[config.mk]
export PLATFORM = sky130hd
export DESIGN_NAME = pe_result_collector
export DESIGN_NICKNAME = d
export VERILOG_FILES = /design/src/rtl/pe_pkg.sv /design/src/rtl/pe_row_fifo.sv /design/src/rtl/pe_result_collector.sv
export SDC_FILE = /design/constraint.sdc
export NUM_CORES = 1
export LEC_CHECK = 0
export ABC_CLOCK_PERIOD_IN_PS = 11710
export CORE_MARGIN = 4
export CORE_UTILIZATION = 40
export DETAILED_ROUTE_END_ITERATION = 10
export GPL_TIMING_DRIVEN = 0
export PLACE_DENSITY = 0.66
export RECOVER_POWER = 25
export SYNTH_ARGS = -nofsm -noshare
export SYNTH_HDL_FRONTEND = slang
export SYNTH_HIERARCHICAL = 1
export SYNTH_SLANG_ARGS = --single-unit
[constraint.sdc]
create_clock -name clk -period 11.71 [get_ports clk]
set_input_delay 1.171 -clock clk [delete_from_list [all_inputs] [get_ports clk]]
set_output_delay 1.171 -clock clk [all_outputs]
set_load 0.01 [all_outputs]
[src/rtl/pe_pkg.sv]
// Shared widths, row type and error-bit positions for the PE result collector.
package pe_pkg;

  localparam int PE_INT_BITS  = 7;
  localparam int PE_FRAC_BITS = 9;
  localparam int W            = PE_INT_BITS + PE_FRAC_BITS;
  localparam int NUM_ACC_DEF  = 8;

  typedef logic [NUM_ACC_DEF-1:0][W-1:0] row_t;

  localparam int ERR_BAD_IDX = 0;
  localparam int ERR_DUP     = 1;
  localparam int ERR_OVF     = 2;

endpackage

[src/rtl/pe_row_fifo.sv]
// Small synchronous FIFO of completed rows; the head entry is presented from
// the storage registers and reads as zero while the queue is empty.
module pe_row_fifo #(
  parameter int WIDTH = 8,
  parameter int DEPTH = 4,
  localparam int AW = $clog2(DEPTH),
  localparam int CW = AW + 1
) (
  input  logic             clk,
  input  logic             rst_n,
  input  logic             clear,
  input  logic             push,
  input  logic             pop,
  input  logic [WIDTH-1:0] push_data,
  output logic [WIDTH-1:0] head,
  output logic             full,
  output logic             empty,
  output logic [CW-1:0]    count
);

  logic [WIDTH-1:0] mem [DEPTH];
  logic [AW-1:0]    wr_ptr;
  logic [AW-1:0]    rd_ptr;
  logic             do_push;
  logic             do_pop;

  assign full    = (count == CW'(DEPTH));
  assign empty   = (count == '0);
  assign do_pop  = pop && !empty;
  // A push into a full queue is legal when the head leaves in the same cycle.
  assign do_push = push && (!full || do_pop);
  assign head    = empty ? '0 : mem[rd_ptr];

  always_ff @(posedge clk or negedge rst_n) begin
    if (!rst_n) begin
      wr_ptr <= '0;
      rd_ptr <= '0;
      count  <= '0;
    end else if (clear) begin
      wr_ptr <= '0;
      rd_ptr <= '0;
      count  <= '0;
    end else begin
      if (do_push) wr_ptr <= wr_ptr + AW'(1);
      if (do_pop)  rd_ptr <= rd_ptr + AW'(1);
      count <= count + CW'(do_push) - CW'(do_pop);
    end
  end

  always_ff @(posedge clk) begin
    if (do_push) mem[wr_ptr] <= push_data;
  end

endmodule

[src/rtl/pe_result_collector.sv]
// Assembles per-accumulator rounded results into rows, queues completed rows
// and drains them over valid/ready, with back-pressure and sticky error flags.
module pe_result_collector
  import pe_pkg::*;
#(
  parameter int para_int_bits  = PE_INT_BITS,
  parameter int para_frac_bits = PE_FRAC_BITS,
  parameter int NUM_ACC        = NUM_ACC_DEF,
  parameter int FIFO_DEPTH     = 4,
  parameter int ROW_ID_W       = 8,
  localparam int DW = para_int_bits + para_frac_bits
) (
  input  logic                  clk,
  input  logic                  rst_n,
  input  logic                  clear,
  input  logic [DW-1:0]         pe_data,
  input  logic                  pe_valid,
  input  logic [3:0]            pe_number,
  output logic [NUM_ACC*DW-1:0] out_data,
  output logic                  out_valid,
  input  logic                  out_ready,
  output logic [ROW_ID_W-1:0]   out_row_id,
  output logic                  stall,
  output logic [2:0]            err_flags
);

  localparam int RW = NUM_ACC * DW;
  localparam int FW = ROW_ID_W + RW;
  localparam int CW = $clog2(FIFO_DEPTH) + 1;

  logic [NUM_ACC-1:0][DW-1:0] bank;
  logic [NUM_ACC-1:0][DW-1:0] merged;
  logic [NUM_ACC-1:0]         mask;
  logic [NUM_ACC-1:0]         merged_mask;
  logic [15:0]                mask_ext;
  logic                       held;
  logic [ROW_ID_W-1:0]        row_id;
  logic                       stall_q;
  logic [2:0]                 err;
  logic                       in_range;
  logic                       accept;
  logic                       dup;
  logic                       complete;
  logic                       fifo_push;
  logic                       fifo_pop;
  logic                       fifo_full;
  logic                       fifo_empty;
  logic [CW-1:0]              fifo_count;
  logic [FW-1:0]              fifo_head;

  // Handshake: a row transfers on a cycle where out_valid and out_ready are both
  // high; out_data/out_row_id hold steady while out_valid is high and not taken.
  assign fifo_pop  = !fifo_empty && out_ready;
  assign in_range  = 32'(pe_number) < NUM_ACC;
  assign accept    = pe_valid && !held && in_range;
  assign mask_ext  = 16'(mask);
  assign dup       = accept && mask_ext[pe_number];

  always_comb begin
    merged      = bank;
    merged_mask = mask;
    for (int i = 0; i < NUM_ACC; i++) begin
      if (accept && (32'(pe_number) == i)) begin
        merged[i]      = pe_data;
        merged_mask[i] = 1'b1;
      end
    end
  end

  // A held row keeps its mask full, so it re-requests the push every cycle.
  assign complete  = &merged_mask;
  assign fifo_push = complete && (!fifo_full || fifo_pop) && !clear;

  always_ff @(posedge clk or negedge rst_n) begin
    if (!rst_n) begin
      bank    <= '0;
      mask    <= '0;
      held    <= 1'b0;
      row_id  <= '0;
      stall_q <= 1'b0;
      err     <= '0;
    end else if (clear) begin
      bank    <= '0;
      mask    <= '0;
      held    <= 1'b0;
      row_id  <= '0;
      stall_q <= 1'b0;
      err     <= '0;
    end else begin
      stall_q <= (fifo_count >= CW'(FIFO_DEPTH - 1)) || held;
      if (pe_valid && held)              err[ERR_OVF]     <= 1'b1;
      if (pe_valid && !held && !in_range) err[ERR_BAD_IDX] <= 1'b1;
      if (dup)                           err[ERR_DUP]     <= 1'b1;
      bank <= merged;
      if (fifo_push) begin
        mask   <= '0;
        held   <= 1'b0;
        row_id <= row_id + ROW_ID_W'(1);
      end else begin
        mask <= merged_mask;
        held <= complete;
      end
    end
  end

  pe_row_fifo #(
    .WIDTH (FW),
    .DEPTH (FIFO_DEPTH)
  ) u_fifo (
    .clk       (clk),
    .rst_n     (rst_n),
    .clear     (clear),
    .push      (fifo_push),
    .pop       (fifo_pop),
    .push_data ({row_id, merged}),
    .head      (fifo_head),
    .full      (fifo_full),
    .empty     (fifo_empty),
    .count     (fifo_count)
  );

  assign out_valid  = !fifo_empty;
  assign out_data   = fifo_head[RW-1:0];
  assign out_row_id = fifo_head[FW-1:RW];
  assign stall      = stall_q;
  assign err_flags  = err;

endmodule

==> impl_table.tex, run 1 <==
\begin{tabular}{lr}
\hline
Metric & Value \\
\hline
\multicolumn{2}{l}{\textbf{Power and ir drop}} \\
\quad Leak & about 0.011 uW \\
\quad Flop pwr share & 53.8\% \\
\quad Pwr dens & 149.8 nW/um\^{}2 \\
\quad Portion of total power attributed to combinational logic & 1.9\% \\
\quad PnR Total Power & 4960 uW \\
\quad Cell internal pwr & 3983 uW \\
\quad VDD IR max & 0.0001095 V \\
\quad Switching power total & between 900 and 1000 uW \\
\quad Sw Ratio & roughly a fifth \\
\quad Fraction of power consumed by the clock network & 44.4\% \\
\multicolumn{2}{l}{\textbf{Worst setup path}} \\
\quad Critical path start-end classification & input pin to register \\
\quad Chain of cells forming the critical path & dlygate4sd3\_1 > nor4b\_1 > a21oi\_1 > nor4\_1 > nand2\_1 > nor3b\_1 > a21boi\_1 > and2\_4 > buf\_12 > buf\_16 \\
\quad Crit path buf inv count & 3 \\
\quad Kind of start point of the critical path & input pin \\
\quad Worst Setup End Kind & register \\
\quad Delay of the slowest critical-path stage & 1.24 ns \\
\quad Required time at the endpoint of the critical path & around 12 ns \\
\quad Crit path arrival time & 6.16 ns \\
\quad Crit-path max FO & 51 \\
\quad Cell family with most CP delay & simple AND/OR/NAND/NOR gates \\
\quad Cell with the largest stage delay on the worst path & sky130\_fd\_sc\_hd\_\_nor4b\_1 \\
\multicolumn{2}{l}{\textbf{Drt}} \\
\quad Wirelength per Cell & 24.38 um \\
\quad Pre-Repair DR Iteration Count & 5 \\
\quad Number of vias per cell after detailed routing & 5.223 \\
\quad Starting DRT DRC Count & 1224 \\
\quad Count of antenna-violating nets left after detailed routing & 0 \\
\quad Detailed-route via count & about 14000 \\
\quad Total routed wirelength & 65210 um \\
\quad Number of remaining DRC errors & 0 \\
\multicolumn{2}{l}{\textbf{GRT}} \\
\quad Vias in the first global route & between 10000 and 15000 \\
\quad Global route total overflow & 0 \\
\quad Antenna violations before repair & 9 \\
\quad Wire length of the first global-routing pass & 96500 um \\
\quad Overall Global Routing Usage & 17.74\% \\
\quad Largest net degree at the start of global routing & 87 \\
\multicolumn{2}{l}{\textbf{Synth}} \\
\quad Syn\_area\_per\_cell & 19.30 sq um \\
\quad Area of the mapped netlist & 27790 sq um \\
\quad Number of flops mapped to enable cells by yosys & 544 \\
\quad Primary FF master, synth & sky130\_fd\_sc\_hd\_\_edfxtp\_1 \\
\quad Asr flop ratio synth & 22.29\% \\
\quad Post-synth top cells & sky130\_fd\_sc\_hd\_\_edfxtp\_1, sky130\_fd\_sc\_hd\_\_nor2b\_1, sky130\_fd\_sc\_hd\_\_dfrtp\_1, sky130\_fd\_sc\_hd\_\_mux2\_2, sky130\_fd\_sc\_hd\_\_mux4\_2 \\
\quad Count of state elements after synthesis & 700 \\
\quad Post-synth top area cell & sky130\_fd\_sc\_hd\_\_edfxtp\_1 \\
\quad Cell count after synthesis & about 1400 \\
\quad Most frequent cell after synthesis & sky130\_fd\_sc\_hd\_\_edfxtp\_1 \\
\quad Top post-synthesis cells by area & sky130\_fd\_sc\_hd\_\_edfxtp\_1, sky130\_fd\_sc\_hd\_\_dfrtp\_1, sky130\_fd\_sc\_hd\_\_mux4\_2 \\
\quad Distinct cell type count of the synthesized netlist & 47 \\
\quad Sequential area share after synthesis & between 70\% and 80\% \\
\quad Warning count from the yosys run & 6 \\
\quad Post-Syn Nets & 1472 \\
\quad Area share of the largest cell type after synthesis & 58.77\% \\
\multicolumn{2}{l}{\textbf{Final layout}} \\
\quad Area taken by flip-flops and latches & 20240 sq um \\
\quad Share of cells above drive strength 1 & between 20 and 25\% \\
\quad Area growth syn-to-layout & 19.16\% \\
\quad FILL cells & 5786 \\
\quad Multi-input logic area & 7052 sq um \\
\quad Net count, final & 1716 \\
\multicolumn{2}{l}{\textbf{Run status}} \\
\quad Violations in the final reports & max-capacitance violations, max-slew violations \\
\quad Outcome & finished, violations left \\
\multicolumn{2}{l}{\textbf{Floorplan}} \\
\quad Vert. Die Dim & 271.6 um \\
\quad DIE AREA & $\sim$74000 sq um \\
\quad Standard-cell row count & 96 \\
\quad DIE WIDTH & about 270 um \\
\quad Top Ports & 166 \\
\quad Initial standard-cell utilization of the core & between 40\% and 50\% \\
\quad Floorplan core area & 68710 sq um \\
\multicolumn{2}{l}{\textbf{Place}} \\
\quad Global placer's final weighted congestion & 0.7810 \\
\quad Port bufs & approximately 160 \\
\quad Final HPWL DP & 39080 um \\
\multicolumn{2}{l}{\textbf{Clocking}} \\
\quad Hold-fix buffers at CTS & 0 \\
\quad Clock tree from TritonCTS & done \\
\quad Clock latency on the worst-skew pair & between 0.6 and 0.7 ns \\
\quad Number of gates resized after cts & 0 \\
\quad Max Buffers Root-to-Sink & 3 \\
\quad Depth of the CTS H-tree & 3 \\
\quad CTS buffer count & 70 \\
\quad Clk slew on worst S/H paths & 0.06 ns \\
\quad Buffers inserted during post-CTS setup optimization & 0 \\
\quad CTS Root Cell & sky130\_fd\_sc\_hd\_\_clkbuf\_16 \\
\quad Count of clock tree sinks & 700 \\
\multicolumn{2}{l}{\textbf{STA}} \\
\quad Count of final setup violators & 0 \\
\quad Slew headroom & -257.4\% \\
\quad Final total negative setup slack & 0 ns \\
\quad Period utilization & between 50 and 60\% \\
\quad Minimum hold slack & between 0.4 and 0.5 ns \\
\quad Max Slew Vio Count & 96 \\
\quad Final hold violation count & 0 \\
\quad Setup repair after global routing missed its margin & no \\
\quad Maximum achievable frequency & 0.1692 GHz \\
\quad Slew @ Worst Pin & 5.361 ns \\
\quad Clock tree skew after final layout & 0.02777 ns \\
\quad Clock period minus worst slack & 5.911 ns \\
\multicolumn{2}{l}{\textbf{Min path}} \\
\quad Hold/Removal Path Class & register to register \\
\multicolumn{2}{l}{\textbf{Job}} \\
\quad MaxCap Viol Count & 2 \\
\hline
\end{tabular}
## sequential cells by signal, indices dropped and copies added (netlist names)
name and count:
bank 128, err_flags 3, held 1, mask 8
row_id 8, stall 1, u_fifo/count 3, u_fifo/mem 544
u_fifo/rd_ptr 2, u_fifo/wr_ptr 2
## cell usage in the layout, fill, tap and decap left out, types with 3 or more instances in the layout
master / instances
sky130_fd_sc_hd__mux2_2: 93
sky130_fd_sc_hd__nand3_1: 3
sky130_fd_sc_hd__clkdlybuf4s50_1: 156
sky130_fd_sc_hd__inv_1: 9
sky130_fd_sc_hd__clkinv_1: 4
sky130_fd_sc_hd__dlygate4sd3_1: 5
sky130_fd_sc_hd__inv_6: 4
sky130_fd_sc_hd__clkinv_2: 8
sky130_fd_sc_hd__mux2_1: 42
sky130_fd_sc_hd__and3_1: 3
sky130_fd_sc_hd__nor3b_1: 3
sky130_fd_sc_hd__edfxtp_1: 544
sky130_fd_sc_hd__nor2b_1: 273
sky130_fd_sc_hd__o21ai_0: 3
sky130_fd_sc_hd__dfrtp_1: 156
sky130_fd_sc_hd__buf_16: 8
sky130_fd_sc_hd__a21oi_1: 10
sky130_fd_sc_hd__mux4_1: 10
sky130_fd_sc_hd__nor3_1: 14
sky130_fd_sc_hd__buf_6: 12
sky130_fd_sc_hd__clkbuf_16: 73
sky130_fd_sc_hd__nor2_1: 21
sky130_fd_sc_hd__mux4_2: 128
sky130_fd_sc_hd__clkbuf_1: 64
sky130_fd_sc_hd__buf_12: 4
sky130_fd_sc_hd__ha_1: 6
sky130_fd_sc_hd__buf_2: 19
sky130_fd_sc_hd__and2_4: 4
sky130_fd_sc_hd__nand2_1: 8
sky130_fd_sc_hd__clkbuf_8: 19
## per-layer routing
layer / up-vias / track usage [%] / share of wire [%]
met4: 0 / 5.296 / 2.9
met5: - / 0 / 0
met3: 102 / 3.394 / 6.4
li1: 6042 / - / -
met2: 442 / 29.37 / 50
met1: 7385 / 24.08 / 41
## worst reg2reg max path, cell delays in order, from the launching register on
cell and delay [ns]:
sky130_fd_sc_hd__dfrtp_1 0.48, sky130_fd_sc_hd__nor4b_1 1.27, sky130_fd_sc_hd__a21oi_1 0.28, sky130_fd_sc_hd__nor4_1 0.50, sky130_fd_sc_hd__nand2_1 0.16, sky130_fd_sc_hd__nor3b_1 0.41
sky130_fd_sc_hd__a21boi_1 0.54, sky130_fd_sc_hd__and2_4 0.54, sky130_fd_sc_hd__buf_12 0.30, sky130_fd_sc_hd__buf_16 0.33
## final timing paths
kind	from	to	slack (ns)	depth (start not counted)
max reg2reg	held	u_fifo/mem[2][57]	6.49	9
min in group asynchronous	rst_n	bank[120]	2.52	1
min	err_flags[1]	err_flags[1]	0.49	2
max	pe_valid	u_fifo/mem[2][57]	5.80	10
max in group asynchronous	rst_n	bank[6]	6.15	1
min reg2reg	err_flags[1]	err_flags[1]	0.49	2
## kinds of logic after synthesis
logic type,Yosys count,share of synthesized area [%]
AO/OA/AOI/OAI,20,0.4277
XOR/XNOR,2,0.06303
adder cells (fa/ha/maj),7,0.3421
buffers and inverters,88,1.774
flip-flops,700,72.82
multiplexers,275,16.86
AND/OR/NAND/NOR,348,7.716
## cell type report
type | count | share of cell area, %
clock buffer | 112 | 6.532
inverter | 9 | 0.1020
antenna | 2 | 0.01511
sequential | 700 | 61.11
tap | 931 | 3.517
multi-input combinational | 652 | 21.29
clock inverter | 18 | 0.3891
timing repair buffer | 172 | 5.663
buffer | 79 | 1.383
## power groups by stage
stage | sequential, uW | combinational (uW) | clock (uW)
2_1_floorplan | 2720 | 35.8 | 0
3_3_place_gp | 2720 | 91.6 | 0
3_5_place_dp | 2720 | 95.6 | 0
4_1_cts | 2670 | 96.0 | 2240
5_1_grt | 2670 | 99.4 | 2340
6_report | 2670 | 92.3 | 2200
## metrics by stage
stage                     utilization [%]  cells  area, sq um  setup slack [ns]
after floorplan                         -   1440        27790             5.144
after global placement              44.51   2533        30580             1.280
after detailed placement            44.91   2543        30860             6.166
after CTS                           48.25   2673        33150             6.791
after global routing                48.20   2674        33120             5.202
final                               48.21   2675        33120             5.799
Note: power is estimated with default switching activity, not from simulation.
==> run 2: changes to the inputs <==
--- a/config.mk
+++ b/config.mk
@@ -5,7 +5,7 @@
 export SDC_FILE = /design/constraint.sdc
 export NUM_CORES = 1
 export LEC_CHECK = 0
-export ABC_CLOCK_PERIOD_IN_PS = 11710
+export ABC_CLOCK_PERIOD_IN_PS = 5450
 export CORE_MARGIN = 4
 export CORE_UTILIZATION = 40
 export DETAILED_ROUTE_END_ITERATION = 10
==> constraint.sdc (replaced) <==
create_clock -name clk -period 5.45 [get_ports clk]
set_input_delay 0.545 -clock clk [delete_from_list [all_inputs] [get_ports clk]]
set_output_delay 0.545 -clock clk [all_outputs]
set_load 0.01 [all_outputs]
==> run 2 against run 1 <==
- setup slack got worse by 5.2 ns
- design area barely moved
- largest cell class unchanged
- sequential share of layout area about the same
- critical endpoint is now u_fifo/mem[1][67]
- total power is 110% higher
- clock skew shrank 0.014 ns
- critical path type unchanged
- cell count about the same
- non-clock buffer count is 4 higher
- combinational power increased by 120%
- the run still ends with max-capacitance violations, max-slew violations left
==> impl_table.tex, run 2 (synthesis gave the netlist of run 1 again) <==
\begin{tabular}{lr}
\hline
Metric & Value \\
\hline
\multicolumn{2}{l}{\textbf{Clocking}} \\
\quad Count of clock tree sinks & 700 (unchanged) \\
\quad Clock latency on the worst-skew pair & 0.60 ns (was 0.61 ns) \\
\quad Number of gates resized after cts & 0 (unchanged) \\
\quad Depth of the CTS H-tree & 3 (unchanged) \\
\quad CTS buffer count & 69 (was 70) \\
\quad CTS Root Cell & sky130\_fd\_sc\_hd\_\_clkbuf\_16 (unchanged) \\
\quad Clk slew on worst S/H paths & 0.06 ns (about the same) \\
\quad Clock tree from TritonCTS & done (unchanged) \\
\quad Max Buffers Root-to-Sink & 3 (unchanged) \\
\multicolumn{2}{l}{\textbf{GRT}} \\
\quad Vias in the first global route & 14446 (was 14695) \\
\quad Antenna violations before repair & 13 (was 9) \\
\quad Overall Global Routing Usage & 17.61\% (was 17.74\%) \\
\quad Largest net degree at the start of global routing & 105 (was 87) \\
\quad Wire length of the first global-routing pass & 95270 um (was 96500 um) \\
\quad Global route total overflow & 0 (unchanged) \\
\multicolumn{2}{l}{\textbf{Worst setup path}} \\
\quad Register-to-register setup slack & 0.68 ns (was 6.49 ns) \\
\quad Crit path from & pe\_valid (unchanged) \\
\quad Endpoint of the worst register-to-register path & u\_fifo/mem[1][67] (was u\_fifo/mem[2][57]) \\
\quad Crit path arrival time & 5.12 ns (was 6.16 ns) \\
\quad Kind of start point of the critical path & input pin (unchanged) \\
\quad Cell family with most CP delay & simple AND/OR/NAND/NOR gates (unchanged) \\
\quad Required time at the endpoint of the critical path & 5.72 ns (was 11.96 ns) \\
\quad Worst-case reg-to-reg path depth & 11 (was 9) \\
\quad RR Startpoint & held (unchanged) \\
\quad Crit-path max FO & 42 (was 51) \\
\quad Delay of the slowest critical-path stage & 0.61 ns (was 1.24 ns) \\
\quad Chain of cells forming the critical path & dlygate4sd3\_1 > nor4bb\_1 > clkbuf\_1 > a31oi\_1 > nor4\_1 > nand2\_1 > nor3b\_1 > a21boi\_1 > and2\_4 > buf\_12 > buf\_16 > buf\_16 (was dlygate4sd3\_1 > nor4b\_1 > a21oi\_1 > nor4\_1 > nand2\_1 > nor3b\_1 > a21boi\_1 > and2\_4 > buf\_12 > buf\_16) \\
\quad Most frequent CP cell & sky130\_fd\_sc\_hd\_\_buf\_16 \\
\quad Worst Setup End Kind & register (unchanged) \\
\quad Cell with the largest stage delay on the worst path & sky130\_fd\_sc\_hd\_\_dlygate4sd3\_1 (was sky130\_fd\_sc\_hd\_\_nor4b\_1) \\
\quad Critical path start-end classification & input pin to register (unchanged) \\
\quad Crit path buf inv count & 5 (was 3) \\
\multicolumn{2}{l}{\textbf{STA}} \\
\quad Count of final setup violators & 0 (unchanged) \\
\quad Period utilization & about nine tenths \\
\quad Clock period minus worst slack & around 4.9 ns \\
\quad Clock tree skew after final layout & 0.01421 ns (was 0.02777 ns) \\
\quad Setup repair after global routing missed its margin & no (unchanged) \\
\quad Maximum achievable frequency & between 0.2 and 0.25 GHz \\
\quad Max Slew Vio Count & 53 (was 96) \\
\quad Minimum hold slack & 0.3132 ns (was 0.4934 ns) \\
\quad Final hold violation count & 0 (unchanged) \\
\quad Slew headroom & -126.9\% (was -257.4\%) \\
\quad Slew @ Worst Pin & 3.404 ns (was 5.361 ns) \\
\multicolumn{2}{l}{\textbf{Power and ir drop}} \\
\quad PnR Total Power & 10550 uW (was 4960 uW) \\
\quad Leak & 0.01096 uW (was 0.01088 uW) \\
\quad Pwr dens & 318.4 nW/um\^{}2 (was 149.8 nW/um\^{}2) \\
\quad VDD IR max & 0.0002247 V (was 0.0001095 V) \\
\multicolumn{2}{l}{\textbf{Drt}} \\
\quad Pre-Repair DR Iteration Count & 5 (unchanged) \\
\quad Detailed-route via count & 14055 (was 13971) \\
\quad Number of vias per cell after detailed routing & 5.256 (was 5.223) \\
\quad Count of antenna-violating nets left after detailed routing & 0 (unchanged) \\
\quad Total routed wirelength & 64970 um (was 65210 um) \\
\quad Starting DRT DRC Count & 1318 (was 1224) \\
\quad Wirelength per Cell & 24.30 um (was 24.38 um) \\
\quad Number of remaining DRC errors & 0 (unchanged) \\
\multicolumn{2}{l}{\textbf{Place}} \\
\quad Final HPWL DP & 39360 um (was 39080 um) \\
\quad Port bufs & 162 (unchanged) \\
\quad Global placer's final weighted congestion & 0.7879 (was 0.7810) \\
\quad Total placed instance area & 30930 sq um (was 30860 sq um) \\
\multicolumn{2}{l}{\textbf{Final layout}} \\
\quad Area growth syn-to-layout & 19.26\% (was 19.16\%) \\
\quad Largest registers in the final layout & u\_fifo/mem: 544 flops, bank: 128 flops (unchanged) \\
\quad Area taken by flip-flops and latches & 20240 sq um (unchanged) \\
\quad Flip-flop count of the largest register after layout & 544 (unchanged) \\
\quad Net count, final & 1719 (was 1716) \\
\quad Core Util, Final & 48.24\% (was 48.21\%) \\
\quad Share of cells above drive strength 1 & 21.77\% (was 21.81\%) \\
\quad FILL cells & 5744 (was 5786) \\
\quad Most used cells in the layout excluding fill and tap cells & sky130\_fd\_sc\_hd\_\_edfxtp\_1, sky130\_fd\_sc\_hd\_\_nor2b\_1, sky130\_fd\_sc\_hd\_\_dfrtp\_1, sky130\_fd\_sc\_hd\_\_clkdlybuf4s50\_1, sky130\_fd\_sc\_hd\_\_mux4\_2 (unchanged) \\
\quad Register with the highest flop count & u\_fifo/mem (unchanged) \\
\quad Most common cell after layout, fill and taps aside & sky130\_fd\_sc\_hd\_\_edfxtp\_1 (unchanged) \\
\quad Multi-input logic area & 7067 sq um (was 7052 sq um) \\
\quad Final instance area & 33150 sq um (was 33120 sq um) \\
\multicolumn{2}{l}{\textbf{Floorplan}} \\
\quad Top Ports & 166 (unchanged) \\
\quad Standard-cell row count & 96 (unchanged) \\
\quad Initial standard-cell utilization of the core & 40.45\% (unchanged) \\
\quad DIE WIDTH & 271.6 um (unchanged) \\
\quad DIE AREA & 73770 sq um (unchanged) \\
\quad Vert. Die Dim & 271.6 um (unchanged) \\
\quad Floorplan core area & 68710 sq um (unchanged) \\
\multicolumn{2}{l}{\textbf{Job}} \\
\quad MaxCap Viol Count & 1 (was 2) \\
\multicolumn{2}{l}{\textbf{Min path}} \\
\quad Hold Startpoint & clear (was err\_flags[1]) \\
\quad Hold/Removal Path Class & input pin to register (was register to register) \\
\quad Hold Crit Endpoint & u\_fifo/count[1] (was err\_flags[1]) \\
\quad Hold path cells & 2 (unchanged) \\
\multicolumn{2}{l}{\textbf{Run status}} \\
\quad Violations in the final reports & max-capacitance violations, max-slew violations (unchanged) \\
\quad Outcome & finished, violations left (unchanged) \\
\hline
\end{tabular}
-- run 2: cell count changes in the layout (fill, tap and decap cells not counted), moves of 2 or more --
cell                        delta
sky130_fd_sc_hd__bufinv_16     +3
sky130_fd_sc_hd__clkbuf_8     -12
sky130_fd_sc_hd__mux2_2        +2
sky130_fd_sc_hd__clkinv_2      +6
sky130_fd_sc_hd__clkbuf_1      +2
sky130_fd_sc_hd__mux2_1        -2
sky130_fd_sc_hd__buf_16        +2
sky130_fd_sc_hd__inv_6         -4
-- run 2: report_power, final --
| part | total [uW] | internal, uW | switching (uW) |
|---|---|---|---|
| logic | 201 | 52.8 | 148 |
| clock network | 4620 | 2740 | 1880 |
| registers | 5730 | 5730 | 3.82 |
| total | 10600 | 8520 | 2030 |
-- run 2: worst max-delay path by stage --
stage	to	slack [ns]	cells after the start
floorplan	u_fifo/mem[0][0]	1.01	8
finish	u_fifo/mem[1][67]	0.60	12
global placement	bank[83]	-3.79	1
global route	u_fifo/mem[1][67]	0.29	12
CTS	u_fifo/mem[1][73]	0.91	11
detailed placement	u_fifo/mem[1][90]	0.29	11
-- run 2: per-stage QoR --
step	cells	TNS (ns)	worst slack (ns)
6_report	2674	0	0.5973
2_1_floorplan	1440	0	1.009
5_1_grt	2672	0	0.2873
3_5_place_dp	2546	0	0.2911
3_3_place_gp	2533	-1382.52	-3.794
4_1_cts	2672	0	0.9131
-- run 2: what timing repair did --
item / CTS / global route
hold endpoints to repair: 52 / 0
setup buffers: 0 / 0
hold buffers: 1 / 0
-- run 2: area by class of cell --
type | count | area share, %
Sequential cell | 700 | 61.06
Multi-Input combinational cell | 652 | 21.32
Clock buffer | 102 | 6.051
Timing Repair Buffer | 176 | 5.915
Tap cell | 931 | 3.514
Buffer | 79 | 1.382
Clock inverter | 23 | 0.6417
Inverter | 9 | 0.1019
Antenna cell | 2 | 0.01510
-- run 2: metal layers --
| metal | up-vias | global-route usage (%) | wire (um) |
|---|---|---|---|
| met5 | - | 0 | 0 |
| met4 | 0 | 4.379 | 1547 |
| met3 | 102 | 3.341 | 4375 |
| met2 | 473 | 29.19 | 32150 |
| met1 | 7454 | 24.29 | 26900 |
| li1 | 6026 | - | - |
